$ cat config.mk
export PLATFORM = sky130hd
export DESIGN_NAME = tea_asme
export DESIGN_NICKNAME = d
export VERILOG_FILES = /design/src/rtl/tea_asme.sv
export SDC_FILE = /design/constraint.sdc
export NUM_CORES = 1
export LEC_CHECK = 0
export ABC_AREA = 1
export BUFFER_PORTS_ARGS = -buffer_cell sky130_fd_sc_hd__buf_4
export CORE_UTILIZATION = 65
export DETAILED_ROUTE_END_ITERATION = 10
export PLACE_DENSITY = 0.9
export SLEW_MARGIN = 20
export SYNTH_ARGS = -nofsm -noshare
export SYNTH_HDL_FRONTEND = slang
export SYNTH_SLANG_ARGS = --single-unit
$ cat constraint.sdc
create_clock -name clk -period 15 [get_ports clk]
set_clock_uncertainty 0.2 [all_clocks]
set_input_delay 1.5 -clock clk [delete_from_list [all_inputs] [get_ports clk]]
set_output_delay 1.5 -clock clk [all_outputs]
set_load 0.05 [all_outputs]
$ cat src/rtl/tea_asme.sv
// tea_asme -- iterative TEA encryptor, one round per enabled clock.
//
// Ports:
//   clk       : clock; all state changes on its rising edge
//   rst       : asynchronous active-high reset
//   ena       : clock enable; when low every register holds
//   start     : encryption request, only looked at while in IDLE
//   data      : 64-bit plaintext, v0 = data[63:32], v1 = data[31:0]
//   key       : 48-bit variable key part, captured together with data
//   abort     : (only with TEA_ABORT_EN) cancel a running operation
//   rdy       : high in IDLE
//   busy      : high in ENC
//   done      : high in DONE only
//   data_out  : ciphertext {v0, v1}
//   key_out   : captured key register
//
// Handshake: start is a single-cycle request. It is accepted on an
// enabled edge while rdy is high. There is no queueing: a start seen
// while busy or done is simply dropped.
//
// Optional feature: define TEA_ABORT_EN to add the abort input.
module tea_asme (
  input  logic        clk,
  input  logic        rst,
  input  logic        ena,
  input  logic        start,
  input  logic [63:0] data,
  input  logic [47:0] key,
`ifdef TEA_ABORT_EN
  input  logic        abort,
`endif
  output logic        rdy,
  output logic        busy,
  output logic        done,
  output logic [63:0] data_out,
  output logic [47:0] key_out
);

  localparam logic [31:0] DELTA = 32'h9E3779B9;
  localparam logic [31:0] K0    = 32'h6B6C7568;
  localparam logic [31:0] K1    = 32'h20736920;

  typedef enum logic [1:0] {
    IDLE = 2'd0,
    ENC  = 2'd1,
    DONE = 2'd2
  } state_t;

  state_t      state_q, state_d;
  logic [31:0] v0_q, v0_d;
  logic [31:0] v1_q, v1_d;
  logic [31:0] sum_q, sum_d;
  logic [5:0]  cnt_q, cnt_d;
  logic [47:0] key_q, key_d;

  logic        abort_w;
  logic [31:0] k2, k3;
  logic [31:0] sum_rnd, v0_rnd, v1_rnd;
  logic [5:0]  cnt_rnd;

`ifdef TEA_ABORT_EN
  assign abort_w = abort;
`else
  assign abort_w = 1'b0;
`endif

  // Upper round keys come from the captured key; the lower two are fixed.
  assign k3 = {key_q[7:0], key_q[15:8], key_q[23:16], key_q[31:24]};
  assign k2 = {key_q[39:32], key_q[47:40], 16'h6874};

  // One full round; v1 uses the already-updated v0.
  always_comb begin
    sum_rnd = sum_q + DELTA;
    v0_rnd  = v0_q + (((v1_q << 4) + K0) ^ (v1_q + sum_rnd) ^ ((v1_q >> 5) + K1));
    v1_rnd  = v1_q + (((v0_rnd << 4) + k2) ^ (v0_rnd + sum_rnd) ^ ((v0_rnd >> 5) + k3));
    cnt_rnd = cnt_q + 6'd1;
  end

  always_comb begin
    state_d = state_q;
    v0_d    = v0_q;
    v1_d    = v1_q;
    sum_d   = sum_q;
    cnt_d   = cnt_q;
    key_d   = key_q;
    if (ena) begin
      case (state_q)
        IDLE: begin
          // abort outranks start in IDLE
          if (start && !abort_w) begin
            v0_d    = data[63:32];
            v1_d    = data[31:0];
            key_d   = key;
            sum_d   = 32'd0;
            cnt_d   = 6'd0;
            state_d = ENC;
          end
        end
        ENC: begin
          if (abort_w) begin
            v0_d    = 32'd0;
            v1_d    = 32'd0;
            sum_d   = 32'd0;
            cnt_d   = 6'd0;
            state_d = IDLE;
          end else begin
            v0_d  = v0_rnd;
            v1_d  = v1_rnd;
            sum_d = sum_rnd;
            cnt_d = cnt_rnd;
            if (cnt_rnd == 6'd32) state_d = DONE;
          end
        end
        DONE: begin
          if (abort_w) begin
            v0_d = 32'd0;
            v1_d = 32'd0;
          end
          state_d = IDLE;
        end
        default: state_d = IDLE;
      endcase
    end
  end

  always_ff @(posedge clk or posedge rst) begin
    if (rst) begin
      state_q <= IDLE;
      v0_q    <= 32'd0;
      v1_q    <= 32'd0;
      sum_q   <= 32'd0;
      cnt_q   <= 6'd0;
      key_q   <= 48'd0;
    end else begin
      state_q <= state_d;
      v0_q    <= v0_d;
      v1_q    <= v1_d;
      sum_q   <= sum_d;
      cnt_q   <= cnt_d;
      key_q   <= key_d;
    end
  end

  // Status decodes straight from the state register so reset shows at once.
  assign rdy      = (state_q == IDLE);
  assign busy     = (state_q == ENC);
  assign done     = (state_q == DONE);
  assign data_out = {v0_q, v1_q};
  assign key_out  = key_q;

endmodule

==> impl_metrics.toml <==
[layout]
utilization_pct = 76.1
antenna_cells = 0
fin_nets = 3241
drive_above_1_share_pct = 11.5
area_growth_pct = 15.1
num-fill-cells = 2177
fin_cells = 3321

[yosys]
ys.warnings.count = 0
synth_nets = 3026
yosysTopAreaCell = "dfrtp_1"
synth_area_mm2 = 0.0184
yosysSeqAreaShare_pct = 20.6
ys_seq_elements = 152
synth_top_cell_area_share_pct = 20.6
synthFlopType = "dfrtp_1"
yosys-top-cells-area = "dfrtp_1 21%, nand2_1 14%, ha_1 13%, xor2_1 9.5%, a21oi_1 6.4%"
synthCells = 2716
async_flop_share_pct = 100
avgSynthCellArea_um2 = 6.78
yosysUniqueCellTypes = 61
synth_edf_count = 0

[setup_path]
cpPeakStageDelay_ns = 0.71
slowest_stage = "xor2_1"
endpoint_kind = "register"
worstPathRequired_ns = 15.16
arrival_ns = 11.39
path_buf_inv = 3
path_delay_family = "simple AND/OR/NAND/NOR gates"
path_class = "register to register"
critPathMostFrequentCell = "nand2_1"
critPathMaxFanout = 6
cp-start-kind = "register"

[clocking]
cts_hold_buf = 0
htree_levels = 4
cts_buffer_depth = 2
cts-root-buf = "clkbuf_16"
postCtsSetupBuffers = 0
insertion_delay_ns = 0.47
cts.repair.resized = 0
cts_made_buffers = 17
cts_tree = "yes"
clock_sinks = 152
clkTransAtPathRegs_ns = 0.07

[sta]
fmax_ghz = 0.0890
holdWs_ns = 0.335
hold_viol_final = 0
post-route-period-util_pct = 74.9
rsz0062_at_grt = "no"
slew_headroom_pct = 32.3
fin_crit_ns = 11.23
setup_tns_ns = 0
finalSetupViolCount = 0
worstMarginPinSlew_ns = 1.01
slew_viol_final = 0

[run_status]
status = "finished, final reports clean"

[drt]
routed_via_density = 6.34
dr.first_iter.drc_count = 3057
finalWirelength_um = 69600
num_vias = 21053
ant_nets = 0
drc = 0
first_pass_iters = 8
wl_per_cell_um = 20.9

[floorplanning]
core_mm2 = 0.0279
die-area_mm2 = 0.0290
die_w_um = 170
pin_count = 231
die_h_um = 170
rows = 61
initial_core_util_pct = 66.1

[placement]
globalplace.congestion = 1.13
hpwl_um = 54600
port_buffers = 230
dp_cells = 3290

[worst_hold_path]
hold_class = "register to register"

[run]
max_cap_violations = 0

[grt]
antenna_found_initial = 1
grt_usage_pct = 47.6
grt_start_max_net_pins = 86
grt_pass1_vias = 19667
grt_overflow = 0
grt_pass1_wl_um = 105000
[kinds of logic after synthesis]
kind of cell    Yosys count  synth area share, %
simple gates           1125                 25.8
compound gates          607                 18.7
buf+inv                 345                 7.20
xor+xnor                293                 14.3
fa+ha+maj               194                 13.4
flops                   152                 20.6
[through the flow]
stage | worst slack (ns) | area, um2
after floorplan | 7.10 | 18400
after global placement | 4.53 | 20500
after detailed placement | 4.30 | 20500
after CTS | 4.26 | 21200
after global routing | 3.44 | 21200
final | 3.77 | 21200
[synthesized netlist by cell type (all sizes together), types with 2 or more instances]
| library cell | count |
|---|---|
| nand3b | 8 |
| a21boi | 11 |
| or2 | 4 |
| a31oi | 24 |
| nand2 | 707 |
| o311ai | 2 |
| o21bai | 14 |
| dfrtp | 152 |
| nor3 | 40 |
| nand3 | 115 |
| nor2 | 206 |
| clkbuf | 27 |
| buf | 18 |
| a211oi | 2 |
| ha | 189 |
| nor4 | 8 |
| inv | 299 |
| a21o | 20 |
| fa | 5 |
| o211ai | 25 |
| o31ai | 7 |
| and3 | 2 |
| o21a | 7 |
| a22o | 3 |
| xnor2 | 90 |
| o22ai | 20 |
| nand4 | 31 |
| xor2 | 202 |
| o221ai | 7 |
| a21oi | 242 |
| o21ai | 217 |
| and2 | 3 |
| a221oi | 2 |
[placed cells by master, fill, tap and decap left out, drive strengths merged, types with 5 or more instances in the layout]
cell / count
bufinv: 6
inv: 300
buf: 241
o21bai: 14
nor3: 40
a21o: 20
a21boi: 11
nand4: 31
dfrtp: 152
xor2: 202
o21ai: 217
o211ai: 25
a31oi: 24
o22ai: 20
ha: 189
o31ai: 7
nand3b: 8
o221ai: 7
xnor2: 90
nand3: 115
nand2: 707
nor4: 8
nor2: 206
clkbuf: 20
o21a: 7
fa: 5
a21oi: 242
[sequential cells by signal, summed over array words and instances, names as in the netlist]
signal   count
v1_q        32
key_out     48
state_q      2
cnt_q        6
v0_q        32
sum_q       32
[layer usage]
| metal | routed length [um] | global-route usage, % | part of all wire (%) | vias up |
|---|---|---|---|---|
| met4 | 3600 | 22.2 | 5.2 | 0 |
| li1 | - | - | - | 9494 |
| met3 | 9060 | 13.1 | 13 | 262 |
| met5 | 0 | 0 | 0 | - |
| met2 | 30400 | 75.4 | 44 | 1505 |
| met1 | 26500 | 60.0 | 38 | 9792 |
[worst reg2reg max path, delay by kind of cell, from the launching register on]
kind	cells	cell delay, ns
fa+ha+maj	5	1.63
buf+inv	3	0.30
compound gates	13	3.21
flops	1	0.43
xor+xnor	5	1.80
simple gates	26	3.55
[worst paths after layout]
path | startpoint | to | slack (ns) | cells past startpoint
worst max-delay path | sum_q[0] | v1_q[31] | 3.77 | 52
worst min-delay path | key_out[43] | key_out[43] | 0.33 | 2
worst max register to register | sum_q[0] | v1_q[31] | 3.77 | 52
worst min register to register | key_out[43] | key_out[43] | 0.33 | 2
max in group asynchronous | rst | v1_q[29] | 12.47 | 3
min in group asynchronous | rst | v0_q[9] | 0.94 | 2
[cell type report]
cell class                 count  area, um2  share of cell area, %
multi-input combinational   2219      13300                   62.8
tap                          378        473                   2.23
timing repair buffer         241       1810                   8.55
clock inverter                11        219                   1.03
sequential                   152       3800                   17.9
inverter                     300       1130                   5.33
clock buffer                  20        457                   2.15
Power is not shown: default switching activity piles up to over one toggle a cycle in this logic, so the estimate is an artifact.
